<file path="src/rtl/key_conditioner.sv">
// key_conditioner: synchronises, debounces and edge-decodes one raw push-button.
// Produces a clean pressed level plus one-cycle press, release and long-press strobes.
module key_conditioner #(
   parameter int unsigned CLK_HZ          = 50_000_000,
   parameter int unsigned DEBOUNCE_CYCLES = 1_000_000,
   parameter int unsigned LONG_CYCLES     = 100_000_000,
   parameter bit          ACTIVE_LOW      = 1'b0
) (
   input  logic clk,
   input  logic reset_start,
   input  logic key_in,
   output logic key_level,
   output logic press_pulse,
   output logic release_pulse,
   output logic long_pulse
);

   localparam int unsigned DW = (DEBOUNCE_CYCLES > 1) ? $clog2(DEBOUNCE_CYCLES) : 1;
   localparam int unsigned HW = (LONG_CYCLES > 1) ? $clog2(LONG_CYCLES) : 1;
   localparam logic [DW-1:0] DEB_LAST  = DW'(DEBOUNCE_CYCLES - 1);
   localparam logic [HW-1:0] HOLD_LAST = HW'(LONG_CYCLES - 1);

   // Reject parameter sets the counters cannot represent.
   if (DEBOUNCE_CYCLES < 2) begin : g_bad_deb
      $error("key_conditioner: DEBOUNCE_CYCLES must be >= 2");
   end
   if (LONG_CYCLES < 1) begin : g_bad_long
      $error("key_conditioner: LONG_CYCLES must be >= 1");
   end
   if (CLK_HZ == 0) begin : g_bad_clk
      $error("key_conditioner: CLK_HZ must be non-zero");
   end

   typedef enum logic [2:0] {
      IDLE,
      PRESS_WAIT,
      PRESSED,
      LONG_HELD,
      RELEASE_WAIT
   } state_t;

   state_t          state_q, state_d;
   logic [1:0]      sync_q;
   logic            key_s;
   logic [DW-1:0]   deb_q, deb_d;
   logic [HW-1:0]   hold_q, hold_d;
   logic            long_seen_q, long_seen_d;
   logic            press_d, rel_d, long_d;
   logic [2:0]      evt_q;

   // Two-flop synchroniser, reset to the released raw level.
   always_ff @(posedge clk or posedge reset_start) begin
      if (reset_start) begin
         sync_q <= {2{ACTIVE_LOW}};
      end else begin
         sync_q <= {sync_q[0], key_in};
      end
   end

   assign key_s = sync_q[1] ^ ACTIVE_LOW;

   // State, counters and transition strobes.
   always_ff @(posedge clk or posedge reset_start) begin
      if (reset_start) begin
         state_q     <= IDLE;
         deb_q       <= '0;
         hold_q      <= '0;
         long_seen_q <= 1'b0;
         evt_q       <= '0;
      end else begin
         state_q     <= state_d;
         deb_q       <= deb_d;
         hold_q      <= hold_d;
         long_seen_q <= long_seen_d;
         evt_q       <= {long_d, rel_d, press_d};
      end
   end

   // Next-state logic; counters saturate instead of wrapping.
   always_comb begin
      state_d     = state_q;
      deb_d       = deb_q;
      hold_d      = hold_q;
      long_seen_d = long_seen_q;
      press_d     = 1'b0;
      rel_d       = 1'b0;
      long_d      = 1'b0;
      unique case (state_q)
         IDLE: begin
            if (key_s) begin
               state_d = PRESS_WAIT;
               deb_d   = DW'(1);
            end
         end
         PRESS_WAIT: begin
            if (!key_s) begin
               state_d = IDLE;
            end else if (deb_q == DEB_LAST) begin
               state_d = PRESSED;
               press_d = 1'b1;
               hold_d  = '0;
            end else if (deb_q != '1) begin
               deb_d = deb_q + DW'(1);
            end
         end
         PRESSED: begin
            if (!key_s) begin
               state_d = RELEASE_WAIT;
               deb_d   = DW'(1);
            end else if (hold_q == HOLD_LAST) begin
               state_d     = LONG_HELD;
               long_d      = 1'b1;
               long_seen_d = 1'b1;
            end else if (hold_q != '1) begin
               hold_d = hold_q + HW'(1);
            end
         end
         LONG_HELD: begin
            if (!key_s) begin
               state_d = RELEASE_WAIT;
               deb_d   = DW'(1);
            end
         end
         RELEASE_WAIT: begin
            if (key_s) begin
               state_d = long_seen_q ? LONG_HELD : PRESSED;
            end else if (deb_q == DEB_LAST) begin
               state_d     = IDLE;
               rel_d       = 1'b1;
               long_seen_d = 1'b0;
            end else if (deb_q != '1) begin
               deb_d = deb_q + DW'(1);
            end
         end
         default: state_d = IDLE;
      endcase
   end

   // Output register stage: the level and strobes leave the block flop-driven and
   // mutually aligned one clock after the state transition that caused them.
   always_ff @(posedge clk or posedge reset_start) begin
      if (reset_start) begin
         key_level     <= 1'b0;
         press_pulse   <= 1'b0;
         release_pulse <= 1'b0;
         long_pulse    <= 1'b0;
      end else begin
         key_level     <= (state_q == PRESSED) || (state_q == LONG_HELD) ||
                          (state_q == RELEASE_WAIT);
         press_pulse   <= evt_q[0];
         release_pulse <= evt_q[1];
         long_pulse    <= evt_q[2];
      end
   end

endmodule
</file>
<file path="config.mk">
export PLATFORM = sky130hd
export DESIGN_NAME = key_conditioner
export DESIGN_NICKNAME = d
export VERILOG_FILES = /design/src/rtl/key_conditioner.sv
export SDC_FILE = /design/constraint.sdc
export NUM_CORES = 1
export LEC_CHECK = 0
export BUFFER_PORTS_ARGS = -buffer_cell sky130_fd_sc_hd__buf_2
export CORE_ASPECT_RATIO = 0.9
export CORE_MARGIN = 4
export CORE_UTILIZATION = 49
export DETAILED_ROUTE_END_ITERATION = 10
export PLACE_DENSITY = 0.71
export SYNTH_ARGS = -nofsm -noshare
export SYNTH_HDL_FRONTEND = slang
export SYNTH_SLANG_ARGS = --single-unit
</file>
<file path="constraint.sdc">
create_clock -name clk -period 2.6 [get_ports clk]
set_input_delay 0.39 -clock clk [delete_from_list [all_inputs] [get_ports clk]]
set_output_delay 0.39 -clock clk [all_outputs]
set_load 0.005 [all_outputs]
</file>
* After elaboration in Yosys (flattened, before gate mapping) *
Index checks and enable logic that the tools add are counted.

word-level totals
  bits of input ports = 3
  bits in registers = 60
  logic and storage cells = 81
  bits in read-only memories = 0
  output and inout port bits = 4
  bits in latches = 0
  memories = 0
  memory bits (writable) = 0

cells by class
  bitwise gates (word level) = 0
  magnitude comparators = 0
  $mul = 0
  reduce and logical (&&, ||, !) cells = 11
  $add $sub $neg = 2
  equality and inequality tests = 22
  div/mod/pow operators = 0
  mux-type cells = 36
  shift operators = 0

operators with widths
  kind                                                                   number
  27-bit two-way mux                                                     5
  20-bit two-way mux                                                     6
  20-bit case mux with 4 select lines                                    1
  27-bit case mux with 2 select lines                                    1
  27-bit by 1-bit adder with 27-bit output, second input constant        1
  27-bit equality test, second input constant                            1
  27-bit inequality test, second input constant                          1
  3-bit two-way mux                                                      8
  2-bit inequality test, second input constant                           11
  20-bit by 1-bit adder with 20-bit output, second input constant        1
  20-bit equality test, second input constant                            1
  20-bit inequality test, second input constant                          1
  3-bit case mux with 5 select lines                                     1
  5-bit AND reduction                                                    3
  1-bit two-way mux                                                      13
  3-bit inequality test, second input constant                           3
  3-bit by 2-bit equality test with 1-bit output, second input constant  2
  6-bit AND reduction                                                    1
  2-bit nonzero test                                                     2
  4-bit nonzero test                                                     1
  3-bit by 1-bit equality test with 1-bit output, second input constant  1
  3-bit equality test, second input constant                             1
  3-bit logical NOT                                                      1
  1-bit logical OR                                                       2
  2 further kinds                                                        2

* Longest topological paths before layout *
Gate-level depths: netlist (run 1).

  depth in word-level cells = 5
  gate-level depth with buffers = 7
  mapped depth without buffers = 6

* Worst setup path before layout (run 1) *
No wires, ideal clock.

  kind = register to register
  from = register hold_q[8]
  to = register hold_q[11]
  arrival = 2,051 ps
  slack = 425 ps
  path buffers = 2
  period minus slack after synthesis = 2,175 ps
  stages on the path, launching flop included = 8
  library setup time = 124 ps
  required time = 2,476 ps
  path through = dfrtp_1 > buf_2 > or4b_1 > nor4_1 > o21ai_1 > buf_2 > and4_1 > a211o_1

on the way
  cells in the longest elaborated chain, start to end = 5
  elaborated cells on any way between the ends = 10
  classes of those cells = 1 x add/sub; 4 x eq/ne; 4 x mux; 1 x reduce/logical

RTL lines
  item                                      RTL line  RTL
  start: declaration                        46        logic [HW-1:0] hold_q, hold_d;
  start signal: assignment                  73        hold_q <= hold_d;
  27-bit by 1-bit adder with 27-bit output  115       hold_d = hold_q + HW'(1);
  27-bit two-way mux                        114       end else if (hold_q != '1) begin
  27-bit two-way mux                        110       end else if (hold_q == HOLD_LAST) begin
  27-bit two-way mux                        107       if (!key_s) begin
  27-bit case mux with 2 select lines       88        unique case (state_q)

Several ways; a longest one is shown, not always the timed one. The select of a mux whose other input is x is not followed.
A chain may end at the register's enable or synchronous reset.

* Worst setup path in the final report (run 1) *
  from = register hold_q[13]
  to = register hold_q[19]

The elaborated chain is that of the path after synthesis.

==> metrics.csv, run 1 <==
metric;value;unit
result_of_the_run;completed;
cts_made_buffers;9;
die_ar;8398;um^2
die_h;87.34;um
clock_tree.htree_level_count;3;
yosys-top-cells-area;sky130_fd_sc_hd__dfrtp_1 44%, sky130_fd_sc_hd__nand2_1 4.9%, sky130_fd_sc_hd__nand4_1 3.5%;
setup_cp_type;flop to flop;
ys_top_cells_by_count;60 x sky130_fd_sc_hd__dfrtp_1, 45 x sky130_fd_sc_hd__nand2_1, 21 x sky130_fd_sc_hd__inv_1;
core_area;6691;um^2
post_synth_num_cell_types;60;
grt_start_max_net_pins;23;
synth_flop_cell;sky130_fd_sc_hd__dfrtp_1;
first_iter_violations;354;
report.final.hold_viol_count;0;
end_kind;flop;
worstSetupStartpointType;flop;
dieWidth;96.16;um
ant_nets;0;
tritoncts;built;
drive_above_1_share;13.28;%
globalRoute.totalOverflow;0;
register_clock_pin_slew_on_the_reported_worst_setup_and_hold_paths;0.07;ns
cp_data_required_time;2.83;ns
post_drt_wl_per_cell;16.79;um
worst_hold_path_type;primary input to asynchronous set/reset pin;
clock_insertion_delay_worst_skew;0.35;ns
numPortBuffers;6;
crit_path_max_fanout;7;
vias;3040;
synth_warnings;0;
hpwl;5.632;mm
io_pins;7;
setup_violations;0;
postSynthNetCount;383;
synth-edff-count;0;
achievable-frequency;0.4268;GHz
drt-vias-per-instance;6.217;
syn_area_per_cell;9.066;um^2
detailedPlace.worstSlack;0.1863;ns
async_flop_share;100.0;%
synth_most_common_cell;sky130_fd_sc_hd__dfrtp_1;
final.setup.worst_slack;0.2570;ns
grt_pass1_vias;2873;
clockBufferDepth;2;
worst_ep_arrival_time;2.58;ns
finalNetCount;399;
drt_pass1_iterations;5;
tns;0;ns
p_per_area;533.2;nW/um^2
number_of_max_capacitance_violations_reported;0;
ir_worst_vdd;0.2622;mV
synth_largest_type_area_fraction;43.81;%
grt_use_total;21.94;%
grt_setup_unrepaired;no;
ys_ff_latch;60;
ctsRootBufferMaster;sky130_fd_sc_hd__clkbuf_8;
detail_route.wirelength;8.211;mm
std_cell_rows;28;
standby_leakage_power;1.597;nW
drv_slew;0;
max_slew_margin;53.50;%
layout_min_cycle_time;2.343;ns
placer_congestion_estimate;0.9070;
synthesized_area;3427;um^2
grt_pass1_wl;14.32;mm
syn-instance-count;378;
route.detailed.drc;0;
yosysSeqAreaShare;43.81;%
synth_top_cell_by_area;sky130_fd_sc_hd__dfrtp_1;
area.growth.synth_to_final;12.78;%
antenna_found_initial;0;
floorplan.initialDensity;51.22;%
worst_slew_pin_slew;0.6958;ns
final.setup_skew;0.01109;ns
clock_sinks;60;
period_utilization_post_route;90.12;%
total_inserted_antenna_cells;0;
per-layer routing:
metal	vias up	share of wire, %	track usage, %
met5	-	0	0
met4	0	0.96	5.685
met3	9	7.6	6.309
met2	121	43	30.47
met1	1434	49	33.12
li1	1476	-	-
worst paths after layout:
check,from,end,slack (ns),cells after the start
max,hold_q[13],hold_q[19],0.26,5
min,reset_start,deb_q[1],0.05,2
max reg2reg,hold_q[13],hold_q[19],0.26,5
min reg2reg,evt_q[1],release_pulse,0.35,0
max in group asynchronous,reset_start,key_level,1.87,3
min in group clk,key_in,sync_q[0],0.15,1
worst max-delay path, stage by stage (launching register included):
cell and delay, ns:
sky130_fd_sc_hd__dfrtp_1 0.48, sky130_fd_sc_hd__nand4_2 0.19, sky130_fd_sc_hd__or4_1 0.70, sky130_fd_sc_hd__or3_1 0.42
sky130_fd_sc_hd__and4_4 0.20, sky130_fd_sc_hd__a211o_1 0.26
report_power, final:
part           switching (mW)  internal [mW]  total (mW)
registers              0.0132          0.944       0.957
clock network           0.394          0.633        1.03
logic                  0.0545         0.0235      0.0780
placed cells by master (no fill, tap or decap), drive strengths merged, types with 4 or more instances in the layout:
| master | netlist | final |
|---|---|---|
| o21ai | 7 | 7 |
| nand4 | 20 | 20 |
| nor3 | 16 | 16 |
| buf | 8 | 23 |
| dfrtp | 60 | 60 |
| o311ai | 8 | 8 |
| nand2b | 10 | 10 |
| o31ai | 8 | 8 |
| a21oi | 10 | 10 |
| and4 | 8 | 8 |
| o211ai | 5 | 5 |
| a211o | 8 | 8 |
| a31oi | 8 | 8 |
| nand2 | 45 | 45 |
| o22ai | 5 | 5 |
| or2 | 4 | 4 |
| nor2 | 15 | 15 |
| mux2i | 8 | 8 |
| inv | 21 | 21 |
| and3 | 7 | 7 |
| clkbuf | 10 | 9 |
| nor4 | 13 | 13 |
| a21o | 5 | 5 |
| nand3 | 18 | 18 |
| or3 | 9 | 9 |
what timing repair did:
item,4_1_cts,5_1_grt
setup buffers,0,0
hold buffers,0,0
gates resized for setup,0,1
endpoints found under the setup margin,0,4
final cells by class:
type | instances | area (um^2)
inverters | 21 | 78.83
multi-input cells | 279 | 1775
flip-flops and latches | 60 | 1501
well taps | 90 | 112.6
fillers | 588 | 2826
clock buffers | 9 | 123.9
clock inverters | 7 | 115.1
repair buffers | 23 | 157.7
stage by stage:
| step | utilization (%) | total power, mW | cells | cell area [um^2] | hold slack [ns] |
|---|---|---|---|---|---|
| 3_5_place_dp | 54.17 | 1.054 | 473 | 3625 | 0.3347 |
| 6_report | 57.76 | 2.061 | 489 | 3865 | 0.05041 |
| 5_1_grt | 57.76 | 2.142 | 489 | 3865 | 0.07633 |
| 2_1_floorplan | - | 1.028 | 378 | 3427 | 0.3312 |
| 3_3_place_gp | 54.17 | 1.050 | 473 | 3625 | 0.3314 |
| 4_1_cts | 57.74 | 2.079 | 489 | 3864 | 0.05290 |
flip-flops by register name, summed over array words and instances, names as in the netlist:
register / count
long_seen_q: 1
hold_q: 27
sync_q: 2
evt_q: 3
long_pulse: 1
deb_q: 20
state_q: 3
press_pulse: 1
release_pulse: 1
key_level: 1
logic make-up after synthesis:
group | share of synthesized area, %
AOI/OAI and AO/OA | 18.07
xor gates and xnor gates | 0.5112
adders and majority gates | 0.7301
buffers and inverters | 4.564
DFF | 43.81
muxes | 2.665
and+or+nand+nor | 29.65
Power figures use the tool's default switching activity.
==> run 2: changes to the inputs <==
- REMOVE_ABC_BUFFERS: not set -> 1
==> run 2 against run 1 <==
Clock power down 26%. Via count grew 6.3%. Die area did not move. Non-clock buffer count increased by 6. Largest cell class unchanged. Cell area shrank 0.49%. Core utilization is 0.28 points lower. Register-to-register slack about the same.
==> metrics.csv, run 2 (synthesis results as in run 1) <==
metric;value;unit;change
r2r_setup_slack;0.25;ns;was 0.26 ns
hpwl;6.232;mm;was 5.632 mm
finalPower;1.799;mW;was 2.061 mW
tns;0;ns;unchanged
worst_hold_path_type;primary input to flop;;was primary input to asynchronous set/reset pin
placed_cells;479;;was 473
startpoint_of_the_most_critical_register_to_register_path;hold_q[12];;was hold_q[13]
placer_congestion_estimate;0.9329;;was 0.9070
largest_reg_flops;27;;unchanged
final.setup.worst_slack;0.2545;ns;was 0.2570 ns
grt_pass1_vias;2888;;was 2,873
cts-hold-fix-buffers;0;;unchanged
power_report.internal_total;1.315;mW;was 1.600 mW
top_regs;hold_q: 27 flops, deb_q: 20 flops;;unchanged
switchingPower;0.4836;mW;was 0.4613 mW
detailedPlace.worstSlack;0.2935;ns;was 0.1863 ns
clockBufferDepth;2;;unchanged
achievable-frequency;0.4264;GHz;was 0.4268 GHz
dieWidth;96.16;um;unchanged
end_kind;flop;;unchanged
crit_path_end;hold_q[19];;unchanged
setup_cp_type;flop to flop;;unchanged
power.share.sequential;53.2;%;was 46.4%
final.setup_skew;0.01540;ns;was 0.01109 ns
setup_violations;0;;unchanged
drv_slew;0;;unchanged
p_per_area;467.6;nW/um^2;was 533.2 nW/um^2
route.detailed.drc;0;;unchanged
ant_nets;0;;unchanged
drt-vias-per-instance;6.525;;was 6.217
detailed_place.area;3670;um^2;was 3625 um^2
area.growth.synth_to_final;12.23;%;was 12.78%
drt_pass1_iterations;5;;unchanged
antenna_found_initial;0;;unchanged
worst_slew_pin_slew;0.7501;ns;was 0.6958 ns
most_frequent_cells_in_the_layout;60 x sky130_fd_sc_hd__dfrtp_1, 45 x sky130_fd_sc_hd__nand2_1, 23 x sky130_fd_sc_hd__buf_4;;was 60 x sky130_fd_sc_hd__dfrtp_1, 45 x sky130_fd_sc_hd__nand2_1, 20 x sky130_fd_sc_hd__inv_1
drive_above_1_share;14.32;%;was 13.28%
globalRoute.totalOverflow;0;;unchanged
swShare;26.89;%;was 22.38%
grt_setup_unrepaired;no;;unchanged
grt_use_total;22.85;%;was 21.94%
clock_tree.htree_level_count;3;;unchanged
clock_sinks;60;;unchanged
crit_path_max_fanout;8;;was 7
hold_start;key_in;;
register_clock_pin_slew_on_the_reported_worst_setup_and_hold_paths;0.07;ns;about the same
finalNetCount;405;;was 399
hold_slack;0.1316;ns;was 0.05041 ns
die_ar;8398;um^2;unchanged
total_inserted_antenna_cells;0;;unchanged
detail_route.wirelength;8.803;mm;was 8.211 mm
first_iter_violations;269;;was 354
critPathLaunch;hold_q[12];;was hold_q[13]
grt_pass1_wl;14.75;mm;was 14.32 mm
combPwrFrac;4.3;%;was 3.8%
worst-r2r-cell-count;5;;unchanged
io_pins;7;;unchanged
vias;3230;;was 3,040
period_utilization_post_route;90.21;%;was 90.12%
std_cell_rows;28;;unchanged
post_drt_wl_per_cell;17.78;um;was 16.79 um
cts_made_buffers;9;;unchanged
floorplan.initialDensity;51.22;%;unchanged
numPortBuffers;6;;unchanged
fin_cells;495;;was 489
cp_data_required_time;2.85;ns;was 2.83 ns
max_flop_register;hold_q;;unchanged
report.final.hold_viol_count;0;;unchanged
standby_leakage_power;1.601;nW;was 1.597 nW
fin_area;3846;um^2;was 3865 um^2
post_cts_setup_repair_bufs;0;;unchanged
grt_start_max_net_pins;61;;was 23
clock_insertion_delay_worst_skew;0.37;ns;was 0.35 ns
tritoncts;built;;unchanged
ir_worst_vdd;0.3096;mV;was 0.2622 mV
layout_min_cycle_time;2.345;ns;was 2.343 ns
final_common_cell;sky130_fd_sc_hd__dfrtp_1;;unchanged
ctsRootBufferMaster;sky130_fd_sc_hd__clkbuf_8;;unchanged
max_slew_margin;49.99;%;was 53.50%
clock_power_share;42.5;%;was 49.8%
core_area;6691;um^2;unchanged
postCtsResizedCells;0;;unchanged
die_h;87.34;um;unchanged
worst_ep_arrival_time;2.59;ns;was 2.58 ns
regToRegEndpoint;hold_q[19];;unchanged
result_of_the_run;completed;;unchanged
final_core_density;57.48;%;was 57.76%
worstSetupStartpointType;flop;;unchanged
number_of_max_capacitance_violations_reported;0;;unchanged
fillers;574;;was 588
## run 2: final cells by class
type / instances / area [um^2] / share of cell area, %
inverters: 21 / 78.83 / 2.049
flip-flops and latches: 60 / 1501 / 39.04
clock inverters: 7 / 52.55 / 1.366
well taps: 90 / 112.6 / 2.928
multi-input cells: 279 / 1774 / 46.13
repair buffers: 29 / 202.7 / 5.270
clock buffers: 9 / 123.9 / 3.221
## run 2: worst min-delay path by stage
stage	end	slack, ns	cells after the start
after global routing	sync_q[0]	0.12	1
after detailed placement	sync_q[1]	0.34	0
after floorplan	long_pulse	0.33	0
final	sync_q[0]	0.13	1
after CTS	sync_q[0]	0.13	1
after global placement	press_pulse	0.33	0
## run 2: routing by layer
layer	vias up	GRT usage, %	routed length [um]
met5	-	0	0
met4	0	6.848	123
met3	14	5.964	591
met2	137	31.10	3781
met1	1585	35.05	4306
li1	1494	-	-
## run 2: power by group through the flow
stage / clock, mW / combinational (mW) / sequential [mW]
6_report: 0.765 / 0.0770 / 0.957
5_1_grt: 0.836 / 0.0893 / 0.958
4_1_cts: 0.778 / 0.0789 / 0.956
3_5_place_dp: 0 / 0.0780 / 0.974
3_3_place_gp: 0 / 0.0756 / 0.973
2_1_floorplan: 0 / 0.0551 / 0.971
## run 2: worst max-delay path, cell delays in order (launching register included)
cell	delay, ns
sky130_fd_sc_hd__dfrtp_1	0.47
sky130_fd_sc_hd__nand4_2	0.19
sky130_fd_sc_hd__or4_1	0.70
sky130_fd_sc_hd__or3_1	0.42
sky130_fd_sc_hd__and4_4	0.20
sky130_fd_sc_hd__a211o_1	0.26
==> run 3: changes to the inputs <==
- CORE_UTILIZATION: 49 -> 55
- PLACE_DENSITY: 0.71 -> 0.77
- SLEW_MARGIN: not set -> 20
==> run 3 against run 2 <==
Combinational power decreased by 1%. Non-clock buffer count decreased by 9. Clock-buffer cell count increased by 1. Cell area decreased by 1.1%. First-iteration DRC count decreased by 29%. Final cell count decreased by 5.5%. Sequential cell count unchanged. Largest power group unchanged.
==> metrics.csv, run 3 (synthesis results as in run 1) <==
metric;value;unit;change
dieWidth;91.21;um;was 96.16 um
drive_above_1_share;12.37;%;was 14.32%
end_kind;flop;;unchanged
ctsRootBufferMaster;sky130_fd_sc_hd__clkbuf_8;;unchanged
die_ar;7560;um^2;was 8398 um^2
drt-vias-per-instance;6.600;;was 6.525
number_of_max_capacitance_violations_reported;0;;unchanged
grt_start_max_net_pins;27;;was 61
max_stage_delay;0.67;ns;was 0.70 ns
worst_slew_pin_slew;0.6045;ns;was 0.7501 ns
worst_hold_path_type;primary input to asynchronous set/reset pin;;was primary input to flop
detail_route.wirelength;8.130;mm;was 8.803 mm
tns;0;ns;unchanged
top_regs;hold_q: 27 flops, deb_q: 20 flops;;unchanged
fillers;524;;was 574
ant_nets;0;;unchanged
final.setup_skew;0.01192;ns;was 0.01540 ns
hold_slack;0.07933;ns;was 0.1316 ns
first_iter_violations;190;;was 269
clock_tree.htree_level_count;3;;unchanged
achievable-frequency;0.4302;GHz;was 0.4264 GHz
globalRoute.totalOverflow;0;;unchanged
result_of_the_run;completed;;unchanged
post_drt_wl_per_cell;17.37;um;was 17.78 um
std_cell_rows;27;;was 28
layout_min_cycle_time;2.324;ns;was 2.345 ns
core_area;6081;um^2;was 6691 um^2
die_h;82.89;um;was 87.34 um
cts_made_buffers;9;;unchanged
postCtsResizedCells;0;;unchanged
crit_buf_inv;0;;unchanged
ir_worst_vdd;0.2828;mV;was 0.3096 mV
cp_data_required_time;2.82;ns;was 2.85 ns
clock_sinks;60;;unchanged
largest_reg_flops;27;;unchanged
setup_violations;0;;unchanged
antenna_found_initial;0;;unchanged
finalNetCount;396;;was 405
grt_pass1_wl;14.62;mm;was 14.75 mm
grt_use_total;23.49;%;was 22.85%
placer_congestion_estimate;0.8894;;was 0.9329
hpwl;5.655;mm;was 6.232 mm
clockBufferDepth;2;;unchanged
crit_path_max_fanout;8;;unchanged
route.detailed.drc;0;;unchanged
post_cts_setup_repair_bufs;0;;unchanged
worst_ep_arrival_time;2.55;ns;was 2.59 ns
standby_leakage_power;1.569;nW;was 1.601 nW
total_inserted_antenna_cells;0;;unchanged
period_utilization_post_route;89.39;%;was 90.21%
report.final.hold_viol_count;0;;unchanged
p_per_area;522.4;nW/um^2;was 467.6 nW/um^2
register_clock_pin_slew_on_the_reported_worst_setup_and_hold_paths;0.08;ns;was 0.07 ns
most_frequent_cells_in_the_layout;60 x sky130_fd_sc_hd__dfrtp_1, 45 x sky130_fd_sc_hd__nand2_1, 20 x sky130_fd_sc_hd__inv_1;;was 60 x sky130_fd_sc_hd__dfrtp_1, 45 x sky130_fd_sc_hd__nand2_1, 23 x sky130_fd_sc_hd__buf_4
tritoncts;built;;unchanged
final_common_cell;sky130_fd_sc_hd__dfrtp_1;;unchanged
cts-hold-fix-buffers;0;;unchanged
grt_setup_unrepaired;no;;unchanged
clock_insertion_delay_worst_skew;0.35;ns;was 0.37 ns
max_slew_margin;59.70;%;was 49.99%
area.growth.synth_to_final;11.03;%;was 12.23%
grt_pass1_vias;2938;;was 2,888
setup_cp_type;flop to flop;;unchanged
timing.critical_path.slowest_stage_cell;sky130_fd_sc_hd__or4_1;;unchanged
kind_of_cell_adding_the_most_delay_to_the_critical_path;simple AND/OR/NAND/NOR gates;;unchanged
numPortBuffers;6;;unchanged
max_flop_register;hold_q;;unchanged
worstSetupStartpointType;flop;;unchanged
drt_pass1_iterations;4;;was 5
drv_slew;0;;unchanged
vias;3089;;was 3,230
io_pins;7;;unchanged
floorplan.initialDensity;56.36;%;was 51.22%
crit_chain;nand4_2 -> or4_1 -> or3_1 -> and4_4 -> a211o_1;;unchanged
run 3: path summary, 6_finish.rpt:
kind / depth (start not counted) / slack (ns) / start / end
min in group clk: 1 / 0.15 / key_in / sync_q[0]
min: 2 / 0.08 / reset_start / hold_q[12]
max: 5 / 0.28 / hold_q[12] / hold_q[19]
max reg2reg: 5 / 0.28 / hold_q[12] / hold_q[19]
min reg2reg: 0 / 0.35 / evt_q[0] / press_pulse
max in group asynchronous: 3 / 1.85 / reset_start / state_q[2]
run 3: power by group:
group	total (mW)	leakage, nW	internal (mW)	switching (mW)
Combinational	0.0761	0.637	0.0236	0.0526
Sequential	0.957	0.827	0.944	0.0130
Clock	0.955	0.105	0.563	0.391
Total	1.99	1.57	1.53	0.457
run 3: layout make-up:
class                      count  area [um^2]  area share [%]
inverter                      21        78.83           2.072
timing repair buffer          20        135.1           3.551
multi-input combinational    279         1774           46.63
clock buffer                  10        137.6           3.617
clock inverter                 6        87.58           2.302
sequential                    60         1501           39.46
tap                           72        90.09           2.368
run 3: layer usage:
| metal | global-route usage, % | part of all wire [%] |
|---|---|---|
| met1 | 35.07 | 48 |
| met4 | 6.986 | 1.4 |
| met3 | 6.522 | 6.3 |
| met5 | 0 | 0 |
| met2 | 33.09 | 44 |
run 3: per-stage QoR:
stage                     cell area (um^2)  std cells  utilization (%)  power [mW]  setup WS (ns)
final                                 3805        468            62.57       1.988         0.2757
after global routing                  3805        468            62.57       2.068         0.1705
after CTS                             3805        468            62.57       2.004         0.3004
after detailed placement              3580        452            58.87       1.051         0.3287
after global placement                3580        452            58.87       1.049         0.3704
after floorplan                       3349        360                -       1.026         0.1326
